`src/rtl/change_dispense_ctrl.sv`:
```
// Change dispenser: pays an amount back as A/B/C coins, largest first,
// through a req/ack handshake to the coin ejector.
module change_dispense_ctrl #(
  parameter int DEN_A       = 100,
  parameter int DEN_B       = 50,
  parameter int DEN_C       = 20,
  parameter int ACK_TIMEOUT = 3,
  parameter int GAP_CYCLES  = 4
) (
  input  logic       clk,
  input  logic       rst_n,
  input  logic       start,
  input  logic [9:0] amount,
  input  logic       tick_1hz,
  input  logic [2:0] hopper_empty,
  input  logic       coin_ack,
  output logic       eject_req,
  output logic [1:0] eject_sel,
  output logic [9:0] remaining,
  output logic       busy,
  output logic       done,
  output logic       err
);

  localparam logic [9:0] DA = 10'(DEN_A);
  localparam logic [9:0] DB = 10'(DEN_B);
  localparam logic [9:0] DC = 10'(DEN_C);
  localparam int TW = $clog2(ACK_TIMEOUT + 1);
  localparam int GW = $clog2(GAP_CYCLES + 1);
  localparam logic [TW-1:0] T_LAST = TW'(ACK_TIMEOUT - 1);
  localparam logic [GW-1:0] G_LAST = GW'(GAP_CYCLES - 1);

  typedef enum logic [2:0] {
    IDLE, SELECT, EJECT, GAP, DONE
  } state_t;

  state_t        state;
  logic [TW-1:0] tick_cnt;
  logic [GW-1:0] gap_cnt;

  logic can_a, can_b, can_c;
  logic pick_a, pick_b, pick_c, pick_none;
  logic [9:0] den;

  assign can_a = !hopper_empty[2] && (remaining >= DA);
  assign can_b = !hopper_empty[1] && (remaining >= DB);
  assign can_c = !hopper_empty[0] && (remaining >= DC);

  // one-hot priority so the decoder below stays unique
  assign pick_a    = can_a;
  assign pick_b    = can_b && !can_a;
  assign pick_c    = can_c && !can_a && !can_b;
  assign pick_none = !(can_a || can_b || can_c);

  always_comb begin
    den = DC;
    unique case (eject_sel)
      2'd2:    den = DA;
      2'd1:    den = DB;
      default: den = DC;
    endcase
  end

  always_ff @(posedge clk or negedge rst_n) begin
    if (!rst_n) begin
      state     <= IDLE;
      tick_cnt  <= '0;
      gap_cnt   <= '0;
      eject_req <= 1'b0;
      eject_sel <= 2'd0;
      remaining <= 10'd0;
      busy      <= 1'b0;
      done      <= 1'b0;
      err       <= 1'b0;
    end else begin
      done <= 1'b0;
      unique case (state)
        IDLE: begin
          if (start) begin
            remaining <= amount;
            err       <= 1'b0;
            busy      <= 1'b1;
            state     <= SELECT;
          end
        end
        SELECT: begin
          tick_cnt <= '0;
          unique case (1'b1)
            pick_a: begin
              eject_sel <= 2'd2;
              eject_req <= 1'b1;
              state     <= EJECT;
            end
            pick_b: begin
              eject_sel <= 2'd1;
              eject_req <= 1'b1;
              state     <= EJECT;
            end
            pick_c: begin
              eject_sel <= 2'd0;
              eject_req <= 1'b1;
              state     <= EJECT;
            end
            pick_none: begin
              err   <= (remaining != 10'd0);
              done  <= 1'b1;
              state <= DONE;
            end
            default: state <= DONE;
          endcase
        end
        EJECT: begin
          if (coin_ack) begin
            remaining <= remaining - den;
            eject_req <= 1'b0;
            gap_cnt   <= '0;
            state     <= GAP;
          end else if (tick_1hz) begin
            if (tick_cnt == T_LAST) begin
              eject_req <= 1'b0;
              err       <= 1'b1;
              done      <= 1'b1;
              state     <= DONE;
            end else begin
              tick_cnt <= tick_cnt + 1'b1;
            end
          end
        end
        GAP: begin
          if (gap_cnt == G_LAST) begin
            state <= SELECT;
          end else begin
            gap_cnt <= gap_cnt + 1'b1;
          end
        end
        DONE: begin
          busy  <= 1'b0;
          state <= IDLE;
        end
        default: state <= IDLE;
      endcase
    end
  end

endmodule

```
`config.mk`:
```
export PLATFORM = sky130hd
export DESIGN_NAME = change_dispense_ctrl
export DESIGN_NICKNAME = d
export VERILOG_FILES = /design/src/rtl/change_dispense_ctrl.sv
export SDC_FILE = /design/constraint.sdc
export NUM_CORES = 1
export LEC_CHECK = 0
export ABC_CLOCK_PERIOD_IN_PS = 2300
export CELL_PAD_IN_SITES_DETAIL_PLACEMENT = 1
export CELL_PAD_IN_SITES_GLOBAL_PLACEMENT = 1
export CORE_ASPECT_RATIO = 1.75
export CORE_MARGIN = 8
export CORE_UTILIZATION = 38
export DETAILED_ROUTE_END_ITERATION = 8
export GPL_TIMING_DRIVEN = 0
export PLACE_DENSITY = 0.86
export SLEW_MARGIN = 25
export SYNTH_ARGS = -nofsm -noshare
export SYNTH_HDL_FRONTEND = slang
export SYNTH_SLANG_ARGS = --single-unit
```
`constraint.sdc`:
```
create_clock -name clk -period 2.3 [get_ports clk]
set_input_delay 0.46 -clock clk [delete_from_list [all_inputs] [get_ports clk]]
set_output_delay 0.46 -clock clk [all_outputs]
set_load 0.01 [all_outputs]
```
==> results of run 1 <==
[sequential cells by signal (all words and copies together), names as in the netlist]
name and flops:
busy 1, done 1, eject_req 1, eject_sel 2
err 1, gap_cnt 3, remaining 10, state 3
tick_cnt 2
[metal layers]
metal	GRT usage, %	vias to the layer above	wire length, um
li1	-	711	-
met1	14.2	771	1690
met2	27.5	38	2630
met3	1.33	16	143
met4	10.5	0	193
met5	0	-	0
[final timing paths]
kind                              start           end  depth (start not counted)
max in group asynchronous         rst_n  remaining[2]                          1
max reg2reg                eject_sel[1]  remaining[7]                          9
min                               rst_n  remaining[1]                          1
max                        eject_sel[1]  remaining[7]                          9
min reg2reg                  gap_cnt[0]    gap_cnt[0]                          1
min in group clk             gap_cnt[0]    gap_cnt[0]                          1
[kinds of logic (layout without fill, tap and decap cells)]
family                     after synthesis  in the layout  synth area share [%]
muxes                                    4              4                  2.70
adders and majority gates               12             12                  9.99
xor gates and xnor gates                 2              2                  1.11
buffers and inverters                   18             56                  5.15
DFF                                     24             24                  38.1
AOI/OAI and AO/OA                       55             55                  22.2
and+or+nand+nor                         60             60                  20.8
[cell usage after synthesis (all sizes together) (3+ instances only)]
master | count | area (sq um)
dfrtp | 24 | 601
a21oi | 15 | 86.3
nand2 | 14 | 52.6
nor2 | 14 | 52.6
o21ai | 14 | 70.1
ha | 11 | 138
inv | 11 | 41.3
nor3 | 8 | 40.0
o22ai | 7 | 43.8
nand3 | 6 | 30.0
a31oi | 5 | 31.3
buf | 4 | 28.8
a21boi | 3 | 22.5
clkbuf | 3 | 11.3
nand2b | 3 | 26.3
nand3b | 3 | 22.5
[where the power goes]
part           switching, mW  internal [mW]  total [mW]
combinational           1.01          0.890        1.90
sequential             0.246          0.612       0.858
clock                  0.142          0.153       0.295
[worst max-delay path: stages, from the launching register on]
cell and delay, ps:
dfrtp_1 400, inv_1 100, ha_1 150, ha_1 160
inv_1 60, fa_2 350, o211ai_1 240, a21boi_1 170
o32ai_1 340, a21oi_1 110
[timing repair]
item	in CTS	in global routing
endpoints found under the setup margin	3	5
pin swaps	0	0
gates resized for setup	2	6
gates cloned	0	0
setup buffers	0	1
[cell type report]
type / count / area [sq um] / area share [%]
well taps: 49 / 61.3 / 2.99
flip-flops and latches: 24 / 601 / 29.3
inverters: 11 / 41.3 / 2.01
clock buffers: 4 / 55.1 / 2.68
repair buffers: 34 / 333 / 16.2
multi-input cells: 133 / 922 / 44.9
plain buffers: 7 / 40.0 / 1.95
==> impl_results.md, run 1 <==
- Crit end category: flip-flop
- Die width: 64.7 um
- Finish-stage setup viols: 0
- Mapped cell area: 1580 sq um
- Dpl hpwl: 3.77 mm
- Primary FF master, synth: dfrtp_1
- Post-synth ARST share: 100%
- Post-synth EDFFs: 0
- Post-place setup slack: -118 ps
- Flop2flop setup slack: 100 ps
- Final period utilization: 95.7%
- PwrDens: 1490 nW/um^2
- Slew @ Worst Pin: 566 ps
- Htree depth: 1
- Mean post-synth cell area: 9.02 sq um
- Final slew viol count: 0
- Fin nets: 244
- Hold Violations, Final: 0
- Grt ovf: 0
- CTS Root Cell: clkbuf_8
- Vias: 1536
- Worst endpoint required time: 2450 ps
- Largest net degree at the start of global routing: 25
- Port Buffer Count: 33
- Leakage dissipation: 0.857 nW
- Initial antenna violation count: 0
- Residual DRC: 0
- Fin worst setup slack: 98.1 ps
- Clock-pin slew on the worst setup and hold paths: 90 ps
- Initial Util: 38.7%
- Clock period minus worst slack: 2200 ps
- DR pass1 iterations: 4
- Mapped Cells: 175
- Filler Cells Inserted: 491
- Post-synthesis sequential area ratio: 38.1%
- Wire length per cell: 17.8 um
- Fin util: 50.4%
- Detail Route Antenna Nets: 0
- DP Area: 1960 sq um
- Most frequent cells in the layout: 32 x clkdlybuf4s50_1, 24 x dfrtp_1, 14 x nand2_1, 14 x nor2_1
- Max clock buf depth: 2
- Core area: 4070 sq um
- Global-route wire length before repair: 7.66 mm
- Count of different cell masters after synthesis: 48
- Fin area: 2050 sq um
- Status: complete, no violations
- 1st-iter DRT viols: 17
- Most common cell after layout, fill and taps aside: clkdlybuf4s50_1
- Ant diodes: 0
- Vias in the first global route: 1710
- Fmax: 454 MHz
- WS Path Type: flip-flop to flip-flop
- Layout cells sized above 1: 10.3%
- Design Power: 3.06 mW
- Unrepaired setup endpoints after global routing: true
- CP max FO: 4
- TritonCTS buffer count: 3
- I/O pin total: 34
- Row count: 31
- Die area: 6550 sq um
- Worst skew pair latency: 270 ps
- Post-Layout Cell Count: 262
- RePlAce Congestion: 0.812
- TritonCTS clock tree: built
- TNS Setup: 0 ps
- Dpl cells: 257
- HP Class: input port to asynchronous set/reset pin
- Yosys reg bits: 24
- WL final: 4.66 mm
- Rel. slew slack: 62.2%
- Critical Path AT: 2350 ps
- Vias per std cell: 5.86
- Sink Count: 24
- VDD IR max: 0.861 mV
- Gr usage total: 14.6%
- Hold_buf cts: 0
- Yosys warning count: 0
- Area grow syn2layout: 30.1%
- Die Y: 101 um
- Max_cap viols: 0
- Net Count, Synth: 205
- Crit path launch type: flip-flop
- Worst Skew: 2.90 ps
- Hold slack: 173 ps
No activity file was read; power rests on OpenSTA's default activity.
==> inputs of run 2 (changes only) <==
- CAP_MARGIN: unset -> 25
- GPL_TIMING_DRIVEN: 0 -> unset
==> impl_results.md, run 2 (synthesized netlist as in run 1, its figures left out) <==
- VDD IR max: 0.832 mV
- Vias in the first global route: 1637
- Die area: 6550 sq um
- RePlAce Congestion: 0.820
- Htree depth: 1
- Switch Pwr: 1.36 mW
- Initial antenna violation count: 0
- Top flop regs: remaining (10), gap_cnt (3), state (3)
- Detail Route Antenna Nets: 0
- Fmax: 448 MHz
- Core area: 4070 sq um
- Filler Cells Inserted: 484
- Crit path buf inv count: 0
- Worst skew pair latency: 260 ps
- Postcts setup bufs: 0
- CP max FO: 5
- Dpl hpwl: 3.56 mm
- Die Y: 101 um
- Multi-input gate area: 906 sq um
- Clock period minus worst slack: 2230 ps
- DR pass1 iterations: 4
- WL final: 4.51 mm
- Critical Path AT: 2380 ps
- Sink Count: 24
- Hold_buf cts: 0
- Ant diodes: 0
- Status: complete, no violations
- Leakage dissipation: 0.847 nW
- Initial Util: 38.7%
- Max reg flops: 10
- Crit path launch type: flip-flop
- Max_cap viols: 0
- Worst endpoint required time: 2450 ps
- Worst path max stage delay: 440 ps
- CP top delay family: compound AO/OA/AOI/OAI gates
- Vias: 1483
- Met3 wire len: 140 um
- PwrDens: 1470 nW/um^2
- CTS Root Cell: clkbuf_8
- Worst Skew: 4.65 ps
- Row count: 31
- Grt ovf: 0
- HP Class: flip-flop to flip-flop
- Layout cells sized above 1: 9.05%
- Fin util: 49.7%
- Rel. slew slack: 60.6%
- Switch share: 45.7%
- Pint: 1.61 mW
- Crit path cell chain: ha_1 -> ha_1 -> nor2b_1 -> o311ai_1 -> a21boi_1 -> mux2i_1 -> a311o_1
- I/O pin total: 34
- 1st-iter DRT viols: 26
- Most common cell after layout, fill and taps aside: clkdlybuf4s50_1
- Most frequent cells in the layout: 33 x clkdlybuf4s50_1, 24 x dfrtp_1, 14 x nand2_1, 14 x nor2_1
- Metal2 WL: 2.62 mm
- Final period utilization: 97.0%
- Final slew viol count: 0
- TritonCTS clock tree: built
- Slew @ Worst Pin: 591 ps
- Clock share of power: 8.3%
- Largest net degree at the start of global routing: 25
- Residual DRC: 0
- Die width: 64.7 um
- Fin nets: 242
- Logic pwr share: 62.6%
- Wire length per cell: 17.4 um
- Area grow syn2layout: 28.4%
- TritonCTS buffer count: 3
- Clock-pin slew on the worst setup and hold paths: 80 ps
- Hold Violations, Final: 0
- Max clock buf depth: 2
- Met1 WL: 1.62 mm
- Flop pwr share: 29.1%
- Uppermost layer routed: met4
- Gr usage total: 14.2%
- Finish-stage setup viols: 0
- WS Path Type: flip-flop to flip-flop
- Dpl cells: 256
- Port Buffer Count: 33
- Post-CTS sizing: 0
- Global-route wire length before repair: 7.49 mm
- Most flops, register: remaining
- Slowest stage cell, crit path: dfrtp_1
- Vias per std cell: 5.73
- Most frequent CP cell: ha_1
- TNS Setup: 0 ps
- Post-Layout Cell Count: 259
- FF+latch area: 601 sq um
- Crit end category: flip-flop
run 2: layout make-up:
class	instances	share of cell area [%]
clock buffer	3	2.04
sequential	24	29.6
tap	49	3.03
inverter	11	2.04
multi-input combinational	133	44.7
timing repair buffer	39	18.5
run 2: power by group through the flow:
stage	clock, mW	combinational [mW]	sequential (mW)
after floorplan	0	1.13	0.859
after global placement	0	1.75	0.863
after detailed placement	0	1.80	0.870
after CTS	0.257	1.81	0.863
after global routing	0.267	2.07	0.896
final	0.247	1.86	0.864
run 2: worst register-to-register path, cell delays in order (launching register included):
cell      delay (ps)
dfrtp_1          440
ha_1             270
ha_1             280
nor2b_1          140
o311ai_1         400
a21boi_1         170
mux2i_1          150
a311o_1          260
run 2: final timing paths:
| kind | slack, ps | from | to | cells after the start |
|---|---|---|---|---|
| worst max register to register | 70 | eject_sel[0] | remaining[8] | 7 |
| max in group asynchronous | 1470 | rst_n | remaining[9] | 2 |
| worst min register to register | 500 | tick_cnt[1] | tick_cnt[1] | 1 |
| worst max-delay path | 70 | eject_sel[0] | remaining[8] | 7 |
| min in group asynchronous | 570 | rst_n | remaining[5] | 2 |
| worst min-delay path | 500 | tick_cnt[1] | tick_cnt[1] | 1 |
run 2: per-stage QoR:
step | power, mW | area [sq um] | hold slack, ps | setup slack, ps
finish | 2.97 | 2030 | 502 | 68.9
global placement | 2.61 | 1970 | 480 | 89.2
CTS | 2.93 | 2020 | 507 | 4.30
global route | 3.23 | 2030 | 525 | -39.3
detailed placement | 2.67 | 1970 | 488 | 11.5
floorplan | 1.98 | 1580 | 164 | 213
run 2: layer usage:
| layer | vias to the layer above | global-route usage [%] |
|---|---|---|
| met2 | 29 | 28.1 |
| met1 | 738 | 13.7 |
| met3 | 10 | 1.22 |
| met5 | - | 0 |
| li1 | 706 | - |
| met4 | 0 | 7.60 |
